**config.mk**
```make
export PLATFORM = sky130hd
export DESIGN_NAME = mem_port_arbiter_flat
export DESIGN_NICKNAME = d
export VERILOG_FILES = /design/src/rtl/mem_port_arbiter_pkg.sv /design/src/rtl/mem_port_arbiter_if.sv /design/src/rtl/mem_port_arbiter_rr_arbiter.sv /design/src/rtl/mem_port_arbiter.sv /design/src/flat_wrapper.sv
export SDC_FILE = /design/constraint.sdc
export NUM_CORES = 1
export LEC_CHECK = 0
export CORE_MARGIN = 2
export CORE_UTILIZATION = 35
export DETAILED_ROUTE_END_ITERATION = 8
export HOLD_SLACK_MARGIN = 0.06
export PLACE_DENSITY = 0.88
export SETUP_SLACK_MARGIN = 0.02
export SYNTH_ARGS = -nofsm -noshare
export SYNTH_HDL_FRONTEND = slang
export SYNTH_SLANG_ARGS = --single-unit
```
**constraint.sdc**
```tcl
create_clock -name clk -period 1.7 [get_ports clk]
set_clock_uncertainty 0.1 [all_clocks]
set_input_delay 0.255 -clock clk [delete_from_list [all_inputs] [get_ports clk]]
set_output_delay 0.255 -clock clk [all_outputs]
set_load 0.01 [all_outputs]
```
**src/rtl/mem_port_arbiter_pkg.sv**
```systemverilog
// ---------------------------------------------------------------------------
// mem_arb_pkg
// Shared types and helpers for the multi-port memory arbiter.
//   port_id_width(n) : bits needed to name one of n ports (never less than 1)
//   mem_cmd_t        : one RAM command {we, addr, wdata}
//   rd_tag_t         : in-flight read marker {valid, id} carried alongside
//                      the RAM read latency
// ---------------------------------------------------------------------------
package mem_arb_pkg;

    localparam int MEM_ADDR_WIDTH = 8;
    localparam int MEM_DATA_WIDTH = 32;

    // Wide enough to tag any of up to 8 requester ports.
    localparam int TAG_ID_WIDTH = 3;

    function automatic int port_id_width(input int n);
        int w;
        w = $clog2(n);
        if (w < 1) begin
            w = 1;
        end
        return w;
    endfunction

    typedef struct packed {
        logic                      we;
        logic [MEM_ADDR_WIDTH-1:0] addr;
        logic [MEM_DATA_WIDTH-1:0] wdata;
    } mem_cmd_t;

    typedef struct packed {
        logic                    valid;
        logic [TAG_ID_WIDTH-1:0] id;
    } rd_tag_t;

endpackage

```
**src/rtl/mem_port_arbiter_if.sv**
```systemverilog
// ---------------------------------------------------------------------------
// mem_port_arbiter_if
// Bundles the requester-side handshake and the RAM command/data bus.
//   req_valid/req_ready/req_we : per-port request handshake and direction
//   req_addr/req_wdata         : packed per-port address and write data
//   rsp_valid/rsp_rdata        : per-port read strobe, shared read data
//   mem_en/mem_we/mem_addr/mem_wdata/mem_rdata : single-port RAM bus
// Modports:
//   slave  : the arbiter's view (receives requests, drives the RAM)
//   master : the surrounding system's view (requesters plus the RAM)
// ---------------------------------------------------------------------------
interface mem_port_arbiter_if #(
    parameter int ADDR_WIDTH = 8,
    parameter int DATA_WIDTH = 32,
    parameter int NUM_PORTS  = 2
);

    logic [NUM_PORTS-1:0]            req_valid;
    logic [NUM_PORTS-1:0]            req_ready;
    logic [NUM_PORTS-1:0]            req_we;
    logic [NUM_PORTS*ADDR_WIDTH-1:0] req_addr;
    logic [NUM_PORTS*DATA_WIDTH-1:0] req_wdata;

    logic [NUM_PORTS-1:0]            rsp_valid;
    logic [DATA_WIDTH-1:0]           rsp_rdata;

    logic                            mem_en;
    logic                            mem_we;
    logic [ADDR_WIDTH-1:0]           mem_addr;
    logic [DATA_WIDTH-1:0]           mem_wdata;
    logic [DATA_WIDTH-1:0]           mem_rdata;

    modport slave (
        input  req_valid, req_we, req_addr, req_wdata, mem_rdata,
        output req_ready, rsp_valid, rsp_rdata,
               mem_en, mem_we, mem_addr, mem_wdata
    );

    modport master (
        output req_valid, req_we, req_addr, req_wdata, mem_rdata,
        input  req_ready, rsp_valid, rsp_rdata,
               mem_en, mem_we, mem_addr, mem_wdata
    );

endinterface

```
**src/rtl/mem_port_arbiter_rr_arbiter.sv**
```systemverilog
// ---------------------------------------------------------------------------
// rr_arbiter
// Round-robin arbiter with a registered priority pointer.
//   clk, rst_n : clock and asynchronous active-low reset
//   req[N]     : request vector
//   advance    : the current grant is being consumed; move the pointer
//   grant[N]   : one-hot grant, combinational from req and the pointer
// The search starts at the pointer and wraps; after a consumed grant to
// port g the pointer moves to g+1 (mod N). Idle cycles leave it alone.
// ---------------------------------------------------------------------------
module rr_arbiter
    import mem_arb_pkg::*;
#(
    parameter int N = 2
) (
    input  logic         clk,
    input  logic         rst_n,
    input  logic [N-1:0] req,
    input  logic         advance,
    output logic [N-1:0] grant
);

    localparam int PTR_W = port_id_width(N);

    logic [PTR_W-1:0] ptr_q;
    logic [PTR_W-1:0] ptr_d;
    logic [PTR_W-1:0] win;
    logic             found;
    int               idx;

    // Scan N positions starting at the pointer; the index wraps by a single
    // subtraction because pointer and offset are both below N.
    always_comb begin
        grant = '0;
        win   = '0;
        found = 1'b0;
        idx   = 0;
        for (int i = 0; i < N; i++) begin
            idx = int'(ptr_q) + i;
            if (idx >= N) begin
                idx = idx - N;
            end
            if (!found && req[idx[PTR_W-1:0]]) begin
                grant[idx[PTR_W-1:0]] = 1'b1;
                win                   = idx[PTR_W-1:0];
                found                 = 1'b1;
            end
        end
    end

    always_comb begin
        ptr_d = ptr_q;
        if (advance && found) begin
            ptr_d = (win == PTR_W'(N - 1)) ? '0 : win + PTR_W'(1);
        end
    end

    always_ff @(posedge clk or negedge rst_n) begin
        if (!rst_n) begin
            ptr_q <= '0;
        end else begin
            ptr_q <= ptr_d;
        end
    end

endmodule

```
**src/rtl/mem_port_arbiter.sv**
```systemverilog
// ---------------------------------------------------------------------------
// mem_port_arbiter
// Round-robin front end that shares one synchronous single-port RAM among
// NUM_PORTS requesters.
//   clk, rst_n : clock and asynchronous active-low reset
//   bus        : mem_port_arbiter_if.slave
//                  requests in  (req_valid/req_we/req_addr/req_wdata)
//                  grants out   (req_ready, at most one bit set)
//                  responses    (rsp_valid one-hot strobe, rsp_rdata)
//                  RAM command  (mem_en/mem_we/mem_addr/mem_wdata, registered)
//                  RAM data in  (mem_rdata)
// A request accepted in cycle T drives the RAM in T+1; its read data comes
// back to the issuing port in T+1+RD_LATENCY.
// ---------------------------------------------------------------------------
module mem_port_arbiter
    import mem_arb_pkg::*;
#(
    parameter int ADDR_WIDTH = MEM_ADDR_WIDTH,
    parameter int DATA_WIDTH = MEM_DATA_WIDTH,
    parameter int NUM_PORTS  = 2,
    parameter int RD_LATENCY = 1
) (
    input  logic               clk,
    input  logic               rst_n,
    mem_port_arbiter_if.slave  bus
);

    logic [NUM_PORTS-1:0]    grant;
    logic                    advance;

    mem_cmd_t                sel_cmd;
    logic [TAG_ID_WIDTH-1:0] sel_id;

    logic                    mem_en_q;
    logic                    mem_en_d;
    mem_cmd_t                cmd_q;
    mem_cmd_t                cmd_d;
    logic [TAG_ID_WIDTH-1:0] cmd_id_q;
    logic [TAG_ID_WIDTH-1:0] cmd_id_d;

    rd_tag_t [RD_LATENCY-1:0] tag_q;
    rd_tag_t [RD_LATENCY-1:0] tag_d;
    rd_tag_t                  tag_tail;

    rr_arbiter #(
        .N (NUM_PORTS)
    ) u_rr_arbiter (
        .clk     (clk),
        .rst_n   (rst_n),
        .req     (bus.req_valid),
        .advance (advance),
        .grant   (grant)
    );

    // Every grant is a completed transfer: there is no stall on the RAM side.
    assign advance       = |grant;
    assign bus.req_ready = grant;

    // Unpack the granted port's request; grant is one-hot so at most one
    // iteration contributes.
    always_comb begin
        sel_cmd = '0;
        sel_id  = '0;
        for (int p = 0; p < NUM_PORTS; p++) begin
            if (grant[p]) begin
                sel_cmd.we    = bus.req_we[p];
                sel_cmd.addr  = bus.req_addr[p*ADDR_WIDTH +: ADDR_WIDTH];
                sel_cmd.wdata = bus.req_wdata[p*DATA_WIDTH +: DATA_WIDTH];
                sel_id        = TAG_ID_WIDTH'(p);
            end
        end
    end

    // Idle cycles drop enable and write strobe but keep address/data, so the
    // RAM bus does not toggle needlessly.
    always_comb begin
        mem_en_d = advance;
        cmd_d    = cmd_q;
        cmd_d.we = 1'b0;
        cmd_id_d = cmd_id_q;
        if (advance) begin
            cmd_d    = sel_cmd;
            cmd_id_d = sel_id;
        end
    end

    // Read tags enter the pipeline in the same cycle the RAM sees the command
    // and reach the tail exactly when mem_rdata becomes valid.
    always_comb begin
        tag_d          = tag_q;
        tag_d[0].valid = mem_en_q & ~cmd_q.we;
        tag_d[0].id    = cmd_id_q;
        for (int s = 1; s < RD_LATENCY; s++) begin
            tag_d[s] = tag_q[s-1];
        end
    end

    always_ff @(posedge clk or negedge rst_n) begin
        if (!rst_n) begin
            mem_en_q <= 1'b0;
            cmd_q    <= '0;
            cmd_id_q <= '0;
            tag_q    <= '0;
        end else begin
            mem_en_q <= mem_en_d;
            cmd_q    <= cmd_d;
            cmd_id_q <= cmd_id_d;
            tag_q    <= tag_d;
        end
    end

    assign tag_tail = tag_q[RD_LATENCY-1];

    always_comb begin
        bus.rsp_valid = '0;
        for (int p = 0; p < NUM_PORTS; p++) begin
            bus.rsp_valid[p] = tag_tail.valid && (tag_tail.id == TAG_ID_WIDTH'(p));
        end
    end

    assign bus.rsp_rdata = bus.mem_rdata;
    assign bus.mem_en    = mem_en_q;
    assign bus.mem_we    = cmd_q.we;
    assign bus.mem_addr  = cmd_q.addr;
    assign bus.mem_wdata = cmd_q.wdata;

endmodule

```
**src/flat_wrapper.sv**
```systemverilog
// flat-port wrapper written by rule: the top's interface ports become plain ports
module mem_port_arbiter_flat import mem_arb_pkg::*;
#(
    parameter int ADDR_WIDTH = MEM_ADDR_WIDTH,
    parameter int DATA_WIDTH = MEM_DATA_WIDTH,
    parameter int NUM_PORTS  = 2,
    parameter int RD_LATENCY = 1
)
  (clk, rst_n, bus_req_valid, bus_req_we, bus_req_addr, bus_req_wdata, bus_mem_rdata, bus_req_ready, bus_rsp_valid, bus_rsp_rdata, bus_mem_en, bus_mem_we, bus_mem_addr, bus_mem_wdata);
  mem_port_arbiter_if #(.ADDR_WIDTH(ADDR_WIDTH), .DATA_WIDTH(DATA_WIDTH), .NUM_PORTS(NUM_PORTS)) bus_i ();
  input  logic clk;
  input  logic rst_n;
  input wire logic [$bits(bus_i.req_valid)-1:0] bus_req_valid;
  input wire logic [$bits(bus_i.req_we)-1:0] bus_req_we;
  input wire logic [$bits(bus_i.req_addr)-1:0] bus_req_addr;
  input wire logic [$bits(bus_i.req_wdata)-1:0] bus_req_wdata;
  input wire logic [$bits(bus_i.mem_rdata)-1:0] bus_mem_rdata;
  output wire logic [$bits(bus_i.req_ready)-1:0] bus_req_ready;
  output wire logic [$bits(bus_i.rsp_valid)-1:0] bus_rsp_valid;
  output wire logic [$bits(bus_i.rsp_rdata)-1:0] bus_rsp_rdata;
  output wire logic [$bits(bus_i.mem_en)-1:0] bus_mem_en;
  output wire logic [$bits(bus_i.mem_we)-1:0] bus_mem_we;
  output wire logic [$bits(bus_i.mem_addr)-1:0] bus_mem_addr;
  output wire logic [$bits(bus_i.mem_wdata)-1:0] bus_mem_wdata;
  assign bus_i.req_valid = bus_req_valid;
  assign bus_i.req_we = bus_req_we;
  assign bus_i.req_addr = bus_req_addr;
  assign bus_i.req_wdata = bus_req_wdata;
  assign bus_i.mem_rdata = bus_mem_rdata;
  assign bus_req_ready = bus_i.req_ready;
  assign bus_rsp_valid = bus_i.rsp_valid;
  assign bus_rsp_rdata = bus_i.rsp_rdata;
  assign bus_mem_en = bus_i.mem_en;
  assign bus_mem_we = bus_i.mem_we;
  assign bus_mem_addr = bus_i.mem_addr;
  assign bus_mem_wdata = bus_i.mem_wdata;
  mem_port_arbiter #(.ADDR_WIDTH(ADDR_WIDTH), .DATA_WIDTH(DATA_WIDTH), .NUM_PORTS(NUM_PORTS), .RD_LATENCY(RD_LATENCY)) u_core (.clk(clk), .rst_n(rst_n), .bus(bus_i));
endmodule
```
# Word-level counts from Yosys, hierarchy flattened
# Cells that the tools add are included.
# totals
wordCells	52
reg_bits	50
input_bits	118
# op_classes
mux	21
order_cmp	6
add_sub_neg	4
n_reduce_logical	9
bitwise_logic	3
eq_ne	1
# op_table
cell	count
2-to-1 mux 41 bit	3
2-to-1 mux 1 bit	14
logical AND 1 bit	6
< comparator 1 x 2 -> 1 bit (second input constant)	2
2-to-1 mux 2 bit	2
== test 3 x 1 -> 1 bit (second input constant)	1
zero test 3 bit	1
adder 1 x 1 -> 2 bit (second input constant)	1
demux 1 bit (select 1 bit)	2
>= comparator 1 bit (second input constant)	2
>= comparator 1 x 2 -> 1 bit (second input constant)	1
>= comparator 2 bit (second input constant)	1
OR 2 bit	1
OR reduction 2 bit	1
subtractor 1 bit (second input constant)	2
adder 1 bit (second input constant)	1
AND 1 bit	1
zero test 1 bit	1
NOT 1 bit	1

# Logic depth before layout (Yosys ltp)
# Gate-level depths: netlist of the first run.
# logic_depth
ltp_word	12
depth_mapped	7
depth_no_buf	3

# By module
# Synthesis of the first run repeated with hierarchy kept, for this count alone.
# hier_totals
hier_cells	226
hier_area_um2	2354.8
# modules_own_cells
mod	area_per_inst_um2	cells_per_inst	instances
mem_port_arbiter	2299.7	220	1
rr_arbiter	55.1	6	1

# Worst setup path before layout of the first run
# No wires, ideal clock.
# synth_path
path_kind	reg-to-output
start	reg with a tool-made name
end	out bus_req_ready[1]
t_required_ns	1.345
slack_ns	0.296
path_stages_with_launch	6
arrival_time_ns	1.049
cell_sequence	dfrtp_1 -> nand2b_1 -> buf_6 -> and2_1 -> buf_6 -> buf_6
# synth_lines
element	line	source
to (decl)	flat_wrapper.sv:18	output wire logic [$bits(bus_i.req_ready)-1:0] bus_req_ready;

==> metrics.sh, run 1 <==
STATUS='finished, final reports clean'
IO_BUFFERS=131
FINAL_COMMON_CELL='sky130_fd_sc_hd__clkdlybuf4s50_1'
ANT_NETS=0
PERIOD_SHARE_PCT=93.38
DIE_W_UM=93.27
DP.FINAL_HPWL_MM=5.143
LAYOUT.NETS=482
FILL_CELLS=697
POST_ROUTE_CELLS_DRIVE_ABOVE_1_SHARE_PCT=27.67
GRT_OVERFLOW_TOTAL=0
DIE-AREA_MM2=0.008698
TIMING_WORST_SETUP_PATH_TYPE='reg2out'
CLOCK_TREE.HTREE_LEVEL_COUNT=2
SETUP-TNS-FINAL_PS=0
TOTAL_LEAKAGE_POWER_nW=1.676
PLACEMENTROWS=32
DRT-TOTAL-WL_MM=7.163
DIE_H_UM=93.27
TIMING_HOLD_VIOLATIONS_FINAL=0
MAX-CLOCK-PATH-BUFFERS=2
CTS_TREE='yes'
CTS_ROOT_BUF='sky130_fd_sc_hd__clkbuf_8'
START_UTIL_PCT=36.09
WL_PER_CELL_UM=15.34
CP_DATA_ARRIVAL_TIME_PS=1230
DETAILROUTE.VIA_COUNT=2317
MAXIMUM_NUMBER_OF_PINS_ON_ONE_NET_BEFORE_GLOBAL_ROUTE_REPAIR=43
POST-PLACE-WS_PS=58.74
CLOCK.FMAX_GHz=0.6300
SLOWEST_DELAY_PS=400
SYN_INST=270
DESIGN_POWER_TOTAL_W=0.003257
FINALWORSTSETUPSLACK_PS=112.6
CP.REQUIRED_PS=1340
CLOCK_LATENCY_PS=300
FINAL_UTIL_PCT=52.28
AVGVIACOUNTPERCELL=4.961
CTS-BUFFERS-INSERTED=5
N_ANTENNA_CELL=0
GRT_SETUP_UNREPAIRED='false'
GRT_FIRST_PASS_WIRELENGTH_MM=11.18
NETLIST_AREA_MM2=0.002789
YOSYS_WARNINGS=0
TIMING.FINAL.MAX_SLEW_VIOLATIONS=0
PLACE_CONGESTION=0.7639
LAYOUT_COMMON_CELLS='sky130_fd_sc_hd__clkdlybuf4s50_1, sky130_fd_sc_hd__dfrtp_1, sky130_fd_sc_hd__inv_1'
LIBRARY_CELLS_USED_BY_SYNTHESIS=17
CORE-AREA_MM2=0.007727
DRT_ITER0_DRC=48
DRCVIOLATIONCOUNT=0
CRITICAL_PATH.CELL_CHAIN='nand2b_2 -> and2_2 -> buf_2'
SYNTH_FP_NETS=388
MINIMUM_CLOCK_PERIOD_AFTER_LAYOUT_PS=1587
SYNTH-SEQ-CELLS=46
SEQUENTIAL_FRACTION_OF_THE_SYNTHESIS_AREA_PCT=41.27
ENDPOINT_TYPE_OF_THE_WORST_SETUP_PATH='primary output'
CRIT_FANOUT=3
IR_DROP_uV=411.8
WORST_PIN_SLEW_PS=473.8
MAXSLEWHEADROOM_PCT=68.41
POWER_DENSITY_mW_PER_MM2=806.3
WORST_SETUP_HOLD_PATH_CLK_SLEW_PS=90
SETUP_VIOL=0
CRITICAL_PATH.STARTPOINT_TYPE='flop'
HOLD_PATH.CLASS='in2reg'
DRV.MAX_CAP_VIOLATION_COUNT=0
OVERALL_GLOBAL_ROUTING_RESOURCE_USAGE_PCT=16.21
CTS_SINK_COUNT=46
AREA_DELTA_SYNTH_FINAL_PCT=44.86
VIAS_IN_THE_FIRST_GLOBAL_ROUTE=2325
SYN-MEAN-INSTANCE-AREA_UM2=10.33
GRT_ANTENNA_BEFORE_REPAIR=0
FLOORPLAN.IO_PINS=196
CTS.REPAIR_TIMING.SETUP_BUFFER_COUNT=0
CRITPATHSLOWESTCELL='sky130_fd_sc_hd__dfrtp_1'
DETAIL_ROUTE.FIRST_PASS.ITERATIONS=4
## per-layer routing
metal | vias up | GRT usage, % | share of wire (%)
met4 | 0 | 6.127 | 1.9
met3 | 27 | 4.029 | 7.1
li1 | 1075 | - | -
met2 | 84 | 27.82 | 51
met5 | - | 0 | 0
met1 | 1131 | 19.54 | 40
## final timing paths
| path | from | end | slack (ps) | depth (start not counted) |
|---|---|---|---|---|
| worst min-delay path | bus_req_valid[1] | flop | 190 | 2 |
| worst min register to register | u_core.cmd_id_q[0] | u_core.tag_q[0] | 310 | 0 |
| min in group asynchronous | rst_n | u_core.bus.mem_wdata[21] | 330 | 2 |
| worst max-delay path | flop | bus_req_ready[1] | 110 | 3 |
| worst max register to register | flop | u_core.bus.mem_we | 260 | 4 |
| max in group asynchronous | rst_n | u_core.bus.mem_wdata[3] | 590 | 3 |
## sequential cells by signal, summed over array words and instances (netlist names), named ones only
| name | flops |
|---|---|
| u_core.tag_q | 2 |
| u_core.bus.mem_we | 1 |
| u_core.bus.mem_addr | 8 |
| u_core.bus.mem_en | 1 |
| u_core.bus.mem_wdata | 32 |
| u_core.cmd_id_q | 1 |
## stage by stage
step | cells | hold WS [ps] | cell area [um^2]
global route | 467 | 184.8 | 4040
global placement | 458 | 141.4 | 3925
floorplan | 270 | -140.6 | 2789
detailed placement | 458 | 135.8 | 3925
CTS | 467 | 179.8 | 4040
finish | 467 | 187.6 | 4040
## where the power goes
part           switching, W  total [W]  internal (W)
clock network      0.000404   0.000842      0.000438
logic              0.000450    0.00110      0.000651
registers         0.0000755    0.00131       0.00124
## repair_timing
action / 4_1_cts / 5_1_grt
gates resized for setup: 7 / 0
endpoints found under the setup margin: 4 / 0
hold buffers: 1 / 0
endpoints found under the hold margin: 19 / 0
## area by class of cell
type                            instances  area (um^2)  share of cell area [%]
Tap cell                              102        127.6                   3.159
Timing Repair Buffer                  139         1375                   34.04
Clock inverter                          3        45.04                   1.115
Multi-Input combinational cell        130         1115                   27.59
Clock buffer                            5        68.82                   1.703
Sequential cell                        46         1151                   28.49
Inverter                               42        157.7                   3.902
## Yosys cell counts (all sizes together)
| master | count | area, um^2 |
|---|---|---|
| or2 | 1 | 6.260 |
| nand2b | 1 | 6.260 |
| o22ai | 40 | 250.2 |
| a22o | 1 | 8.760 |
| inv | 42 | 157.7 |
| o21ai | 1 | 5.000 |
| clkbuf | 9 | 33.78 |
| dfrtp | 46 | 1151 |
| mux2 | 40 | 450.4 |
| a21oi | 41 | 351.6 |
| a21o | 1 | 7.510 |
| nor2b | 2 | 12.51 |
| and2 | 2 | 12.51 |
| buf | 43 | 335.3 |
## critical path, delay by kind of cell (launching register included)
kind	cells	cell delay, ps
buf+inv	1	140
simple gates	2	400
flops	1	400
## cell families after synthesis
kind of cell,after synthesis,synth area share [%]
compound gates,84,22.34
simple gates,6,1.346
mux,40,16.15
flops,46,41.27
buf+inv,94,18.89
Note: power is estimated with default switching activity, not from simulation.
==> run 2, diff against run 1 <==
--- a/config.mk
+++ b/config.mk
@@ -5,11 +5,12 @@
 export SDC_FILE = /design/constraint.sdc
 export NUM_CORES = 1
 export LEC_CHECK = 0
-export CORE_MARGIN = 2
-export CORE_UTILIZATION = 35
+export CORE_AREA = 2 2 77 79
 export DETAILED_ROUTE_END_ITERATION = 8
+export DIE_AREA = 0 0 79 81
+export DONT_BUFFER_PORTS = 1
 export HOLD_SLACK_MARGIN = 0.06
-export PLACE_DENSITY = 0.88
+export PLACE_DENSITY = 0.75
 export SETUP_SLACK_MARGIN = 0.02
 export SYNTH_ARGS = -nofsm -noshare
 export SYNTH_HDL_FRONTEND = slang
==> constraint.sdc (replaced) <==
create_clock -name clk -period 1.3 [get_ports clk]
set_clock_uncertainty 0.1 [all_clocks]
set_input_delay 0.195 -clock clk [delete_from_list [all_inputs] [get_ports clk]]
set_output_delay 0.195 -clock clk [all_outputs]
set_load 0.01 [all_outputs]
==> metrics.sh, run 2 (synthesis gave the netlist of run 1 again) <==
STATUS='finished with violations'
FAILED_CHECKS='hold timing, setup timing'
POST_ROUTE_CELLS_DRIVE_ABOVE_1_SHARE_PCT=41.84  # +14 points
TIMING_WORST_SETUP_PATH_TYPE='reg2out'
CRITICAL_PATH.STARTPOINT_TYPE='flop'
DRT-TOTAL-WL_MM=6.932  # -3.2%
IR_DROP_uV=508.3  # +23%
CORE-AREA_MM2=0.005675  # -27%
POST-PLACE-WS_PS=45.89  # -12.84 ps
DIE-AREA_MM2=0.006399  # -26%
CRIT_END='bus_req_ready[1]'
GRT_SETUP_UNREPAIRED='true'
GRT_ANTENNA_BEFORE_REPAIR=0  # unchanged
IO_BUFFERS=0  # -100%
CP_DATA_ARRIVAL_TIME_PS=1130  # -100 ps
CLOCK_TREE.HTREE_LEVEL_COUNT=2  # unchanged
DETAIL_ROUTE.FIRST_PASS.ITERATIONS=3  # -1
AVGVIACOUNTPERCELL=5.608  # +13%
CLOCK_LATENCY_PS=290  # about the same
POWER_DENSITY_mW_PER_MM2=1108  # +37%
OVERALL_GLOBAL_ROUTING_RESOURCE_USAGE_PCT=19.02  # +2.8 points
START_UTIL_PCT=49.14  # +13 points
MAXIMUM_NUMBER_OF_PINS_ON_ONE_NET_BEFORE_GLOBAL_ROUTE_REPAIR=47  # +9.3%
FINALWORSTSETUPSLACK_PS=-125.7  # -238.3 ps
FINAL_COMMON_CELL='sky130_fd_sc_hd__dfrtp_1'
AREA_DELTA_SYNTH_FINAL_PCT=21.98
SETUP_VIOL=33  # +33
TIMING.RR.END='u_core.bus.mem_wdata[30]'
FLOORPLAN.IO_PINS=196  # unchanged
MAXSLEWHEADROOM_PCT=85.11  # +17 points
DESIGN_POWER_TOTAL_W=0.003768  # +16%
WORST_PIN_SLEW_PS=222.8  # -251.0 ps
FLIP_FLOP_AND_LATCH_AREA_MM2=0.001151  # unchanged
CRIT_FANOUT=5  # +2
MET3_USAGE_PCT=7.667  # +3.6 points
CLOCK.FMAX_GHz=0.7014
MAX-CLOCK-PATH-BUFFERS=2  # unchanged
DRCVIOLATIONCOUNT=0  # unchanged
CTS-BUFFERS-INSERTED=5  # unchanged
TIMING_HOLD_VIOLATIONS_FINAL=64  # +64
LAYOUT.NETS=399  # -17%
LAYOUT_COMMON_CELLS='sky130_fd_sc_hd__dfrtp_1, sky130_fd_sc_hd__dlygate4sd3_1, sky130_fd_sc_hd__inv_1'
PLACE_CONGESTION=0.7045  # -7.8%
ENDPOINT_TYPE_OF_THE_WORST_SETUP_PATH='primary output'
FILL_CELLS=441  # -37%
TOTAL_LEAKAGE_POWER_nW=1.448  # -14%
DRT_ITER0_DRC=68  # +42%
LARGEST_REGISTER_FF_COUNT=32  # unchanged
GRT_OVERFLOW_TOTAL=0  # unchanged
DP.FINAL_HPWL_MM=3.783  # -26%
MINIMUM_CLOCK_PERIOD_AFTER_LAYOUT_PS=1426
GLOBALROUTE.BUSIESTLAYER='met2'
CTS_TREE='yes'
SETUP-TNS-FINAL_PS=-1346  # -1346 ps
SLOWEST_DELAY_PS=400  # about the same
PLACEMENTROWS=28  # -13%
ANT_NETS=0  # unchanged
CTS_ROOT_BUF='sky130_fd_sc_hd__clkbuf_8'
DIE_H_UM=81  # -13%
DETAILROUTE.VIA_COUNT=2002  # -14%
CRITICAL_PATH.CELL_CHAIN='nand2b_4 -> and2_4 -> buf_12'
CRITPATHSLOWESTCELL='sky130_fd_sc_hd__dfrtp_1'
CRITPATHTOPFAMILY='flip-flops'
MULTI_INPUT_AREA_MM2=0.001256  # +13%
FINAL_UTIL_PCT=59.94  # +7.7 points
DRV.MAX_CAP_VIOLATION_COUNT=0  # unchanged
GRT_FIRST_PASS_WIRELENGTH_MM=9.542  # -15%
GRTUSAGEMET2_PCT=34.15  # +6.3 points
CTS_SINK_COUNT=46  # unchanged
GRT_USE_MET1_PCT=20.97  # +1.4 points
TIMING.REG2REG.SETUP_SLACK_PS=-70  # -330 ps
WORST_PATH_BUFS_INVS=1  # unchanged
DIE_W_UM=79  # -15%
TIMING.FINAL.MAX_SLEW_VIOLATIONS=0  # unchanged
HOLD_PATH.CLASS='in2async'
CP.REQUIRED_PS=1000  # -340 ps
FIN_HOLD_WS_PS=-515.9  # -703.5 ps
WL_PER_CELL_UM=19.42  # +27%
PERIOD_SHARE_PCT=109.7
CP_NUM_CELLS=3  # unchanged
N_ANTENNA_CELL=0  # unchanged
VIAS_IN_THE_FIRST_GLOBAL_ROUTE=2009  # -14%
WORST_SETUP_HOLD_PATH_CLK_SLEW_PS=90  # about the same
FF2FF_PATH_DEPTH=5  # +1
## run 2: cell types whose count changed in the layout (fill, tap and decap cells not counted), moves of 2 or more
cell,before,now
sky130_fd_sc_hd__a21oi_2,39,37
sky130_fd_sc_hd__a21oi_4,0,3
sky130_fd_sc_hd__buf_2,4,0
sky130_fd_sc_hd__buf_6,0,2
sky130_fd_sc_hd__clkbuf_16,0,2
sky130_fd_sc_hd__clkbuf_8,5,8
sky130_fd_sc_hd__clkdlybuf4s50_1,124,0
sky130_fd_sc_hd__clkinvlp_4,2,0
sky130_fd_sc_hd__dlygate4sd2_1,3,0
sky130_fd_sc_hd__dlygate4sd3_1,1,43
sky130_fd_sc_hd__o22ai_1,40,25
sky130_fd_sc_hd__o22ai_2,0,13
sky130_fd_sc_hd__o22ai_4,0,2
## run 2: cell type report
cell class / instances / share of cell area (%)
multi-input combinational: 130 / 36.93
sequential: 46 / 33.84
timing repair buffer: 56 / 18.61
inverter: 42 / 4.634
clock buffer: 8 / 3.236
tap: 75 / 2.758
## run 2: worst register-to-register path: cells and delay by family, from the launching register on
family,cells,cell delay [ps]
flops,1,400
buf+inv,2,330
compound gates,2,270
simple gates,1,150
## run 2: per-layer routing
layer  vias up  part of all wire [%]
li1        910                     -
met1       986                    37
met2        96                    53
met3        10                   8.8
met4         0                  0.97
met5         -                     0
## run 2: power by group
part / internal [W] / switching [W] / leakage (nW)
Clock: 0.000537 / 0.000469 / 0.0575
Sequential: 0.00162 / 0.000214 / 0.528
Combinational: 0.000538 / 0.000388 / 0.862
## run 2: worst min-delay path by stage
stage,to,cells past startpoint,start
2_1_floorplan,async pin,0,rst_n
5_1_grt,u_core.bus.mem_wdata[9],0,rst_n
3_5_place_dp,u_core.bus.mem_wdata[9],0,rst_n
4_1_cts,u_core.bus.mem_wdata[10],0,rst_n
3_3_place_gp,u_core.bus.mem_wdata[13],0,rst_n
6_report,u_core.bus.mem_wdata[13],0,rst_n
## run 2: through the flow
step                      area [um^2]  cells
after floorplan                  2803    270
after global routing             3402    357
after global placement           2591    297
after CTS                        3239    354
after detailed placement         2591    297
final                            3402    357
## run 2: repair_timing
item	in CTS	in global routing
buffers inserted	4	0
pin swaps	2	1
cloned	2	3
resized for setup	4	20
endpoints found under the setup margin	2	43
hold buffers	43	1
hold endpoints to repair	90	88
==> run 3, diff against run 2 <==
--- a/config.mk
+++ b/config.mk
@@ -15,3 +15,4 @@
 export SYNTH_ARGS = -nofsm -noshare
 export SYNTH_HDL_FRONTEND = slang
 export SYNTH_SLANG_ARGS = --single-unit
+export TNS_END_PERCENT = 20
==> metrics.sh, run 3 (synthesis gave the netlist of run 1 again) <==
STATUS='finished with violations'
FAILED_CHECKS='hold timing, setup timing'
WORST_PIN_SLEW_PS=351.8  # +129.0 ps
DESIGN_POWER_TOTAL_W=0.003575  # -5.1%
IO_BUFFERS=0  # unchanged
HOLD_PATH.CLASS='in2async'
MAXSLEWHEADROOM_PCT=76.55  # -8.6 points
LARGEST_REGISTER_FF_COUNT=32  # unchanged
DRCVIOLATIONCOUNT=0  # unchanged
CP.REQUIRED_PS=1000  # about the same
CRITPATHTOPFAMILY='flip-flops'
WORST_SETUP_HOLD_PATH_CLK_SLEW_PS=90  # about the same
FINAL_COMMON_CELL='sky130_fd_sc_hd__dfrtp_1'
AVGVIACOUNTPERCELL=5.565  # -0.76%
MINIMUM_CLOCK_PERIOD_AFTER_LAYOUT_PS=1434  # +8.461 ps
GRT_ANTENNA_BEFORE_REPAIR=0  # unchanged
FF2FF_PATH_DEPTH=5  # unchanged
SETUP_VIOL=24  # -27%
DRV.MAX_CAP_VIOLATION_COUNT=0  # unchanged
CRITICAL_PATH.CELL_CHAIN='nand2b_4 -> and2_4 -> buf_12'
CRIT_FANOUT=8  # +3
SEQ_POWER_SHARE_PCT=51.5  # +2.8 points
DRT_ITER0_DRC=49  # -28%
FLOORPLAN.IO_PINS=196  # unchanged
CP_NUM_CELLS=3  # unchanged
DETAILROUTE.VIA_COUNT=1970  # -1.6%
VIAS_IN_THE_FIRST_GLOBAL_ROUTE=1993  # -0.80%
SWITCHING_POWER_W=0.001030  # -3.8%
DRT-TOTAL-WL_MM=6.536  # -5.7%
SWITCHING_SHARE_OF_POWER_PCT=28.82  # +0.40 points
GRT_USE_MET1_PCT=19.92  # -1.1 points
FIN_HOLD_WS_PS=-517.6  # -1.655 ps
TIMING_WORST_SETUP_PATH_TYPE='reg2out'
WL_PER_CELL_UM=18.46  # -4.9%
CRITPATHSLOWESTCELL='sky130_fd_sc_hd__dfrtp_1'
WORST_PATH_BUFS_INVS=1  # unchanged
CTS_TREE='yes'
DIE-AREA_MM2=0.006399  # unchanged
PERIOD_SHARE_PCT=110.3  # +0.65 points
FINALWORSTSETUPSLACK_PS=-134.1  # -8.461 ps
GRT_FIRST_PASS_WIRELENGTH_MM=9.508  # -0.36%
CORE-AREA_MM2=0.005675  # unchanged
GLOBALROUTE.BUSIESTLAYER='met2'
MET3_USAGE_PCT=6.111  # -1.6 points
ENDPOINT_TYPE_OF_THE_WORST_SETUP_PATH='primary output'
DETAIL_ROUTE.FIRST_PASS.ITERATIONS=4  # +1
CLOCK.FMAX_GHz=0.6973  # -0.59%
GRTUSAGEMET2_PCT=36.10  # +1.9 points
CP_DATA_ARRIVAL_TIME_PS=1140  # about the same
TIMING.FINAL.MAX_SLEW_VIOLATIONS=0  # unchanged
START_UTIL_PCT=49.14  # unchanged
LAYOUT.NETS=396  # -0.75%
PLACEMENTROWS=28  # unchanged
ANT_NETS=0  # unchanged
OVERALL_GLOBAL_ROUTING_RESOURCE_USAGE_PCT=19.11  # +0.095 points
MAX-CLOCK-PATH-BUFFERS=2  # unchanged
CRITICAL_PATH.STARTPOINT_TYPE='flop'
GRT_OVERFLOW_TOTAL=0  # unchanged
MAXIMUM_NUMBER_OF_PINS_ON_ONE_NET_BEFORE_GLOBAL_ROUTE_REPAIR=47  # unchanged
GRT_SETUP_UNREPAIRED='true'
POWER.CLOCK.FRACTION_PCT=25.0  # -1.7 points
COMB_POWER_SHARE_PCT=23.5  # -1.1 points
AREA_DELTA_SYNTH_FINAL_PCT=17.18
TOTAL_LEAKAGE_POWER_nW=1.388  # -4.1%
POWER_DENSITY_mW_PER_MM2=1094  # -1.2%
IR_DROP_uV=534.3  # +5.1%
CTS-BUFFERS-INSERTED=5  # unchanged
CLOCK_TREE.HTREE_LEVEL_COUNT=2  # unchanged
SETUP-TNS-FINAL_PS=-1521  # -175.8 ps
DP.FINAL_HPWL_MM=3.973  # +5.0%
N_ANTENNA_CELL=0  # unchanged
DIE_W_UM=79  # unchanged
POST_ROUTE_CELLS_DRIVE_ABOVE_1_SHARE_PCT=38.71  # -3.1 points
CTS_SINK_COUNT=46  # unchanged
POST_CTS_HOLD_BUFFER_COUNT=44  # +2.3%
DIE_H_UM=81  # unchanged
PLACE_CONGESTION=0.6932  # -1.6%
CTS_ROOT_BUF='sky130_fd_sc_hd__clkbuf_8'
TIMING_HOLD_VIOLATIONS_FINAL=58  # -9.4%
FILL_CELLS=461  # +4.5%
CLOCK_LATENCY_PS=290  # about the same
SLOWEST_DELAY_PS=400  # about the same
INTPOWER_W=0.002544  # -5.7%
LAYOUT_COMMON_CELLS='sky130_fd_sc_hd__dfrtp_1, sky130_fd_sc_hd__dlygate4sd3_1, sky130_fd_sc_hd__inv_1'
-- run 3: worst paths after layout --
check	startpoint	to	slack, ps
min	rst_n	u_core.bus.mem_wdata[17]	-520
max	flop	bus_req_ready[1]	-130
max reg2reg	flop	u_core.bus.mem_addr[1]	-90
max in group asynchronous	rst_n	u_core.bus.mem_wdata[8]	1520
min in group clk	bus_req_valid[1]	flop	-90
min reg2reg	u_core.cmd_id_q[0]	u_core.tag_q[0]	280
-- run 3: timing repair --
item	in CTS	in global routing
endpoints found under the hold margin	90	87
gates cloned	1	1
setup endpoints to repair	6	43
setup buffers	3	1
pin swaps	1	1
gates resized for setup	7	11
-- run 3: worst register-to-register path, delay by kind of cell (launching register included) --
kind / cells / cell delay, ps
AOI/OAI and AO/OA: 1 / 140
buffers and inverters: 2 / 380
and+or+nand+nor: 2 / 290
DFF: 1 / 400
-- run 3: through the flow --
stage	utilization (%)	worst slack, ps	hold slack (ps)	cell area, um^2	cells
after floorplan	-	-16.90	-200.6	2803	270
after global routing	57.58	-172.0	-534.9	3268	354
after CTS	56.46	-145.0	-525.6	3204	353
after detailed placement	45.44	29.23	-199.8	2579	297
final	57.58	-134.1	-517.6	3268	354
after global placement	45.44	60.82	-199.9	2579	297
-- run 3: layer usage --
layer / vias up / part of all wire (%)
met5: - / 0
met4: 0 / 2.0
met3: 13 / 8.0
met2: 92 / 54
met1: 960 / 36
li1: 905 / -
-- run 3: power by group through the flow --
stage	clock network, W	logic, W	registers, W
after floorplan	0	0.000716	0.00182
after global placement	0	0.000609	0.00186
after detailed placement	0	0.000634	0.00187
after CTS	0.000932	0.000793	0.00184
after global routing	0.000974	0.000912	0.00187
final	0.000893	0.000841	0.00184
-- run 3: layout make-up --
type / count / area, um^2 / share of cell area [%]
multi-input cells: 130 / 1199 / 36.68
flip-flops and latches: 46 / 1151 / 35.22
repair buffers: 53 / 575.6 / 17.61
inverters: 42 / 157.7 / 4.824
well taps: 75 / 93.84 / 2.871
clock buffers: 7 / 86.33 / 2.642
clock inverters: 1 / 5.005 / 0.1531
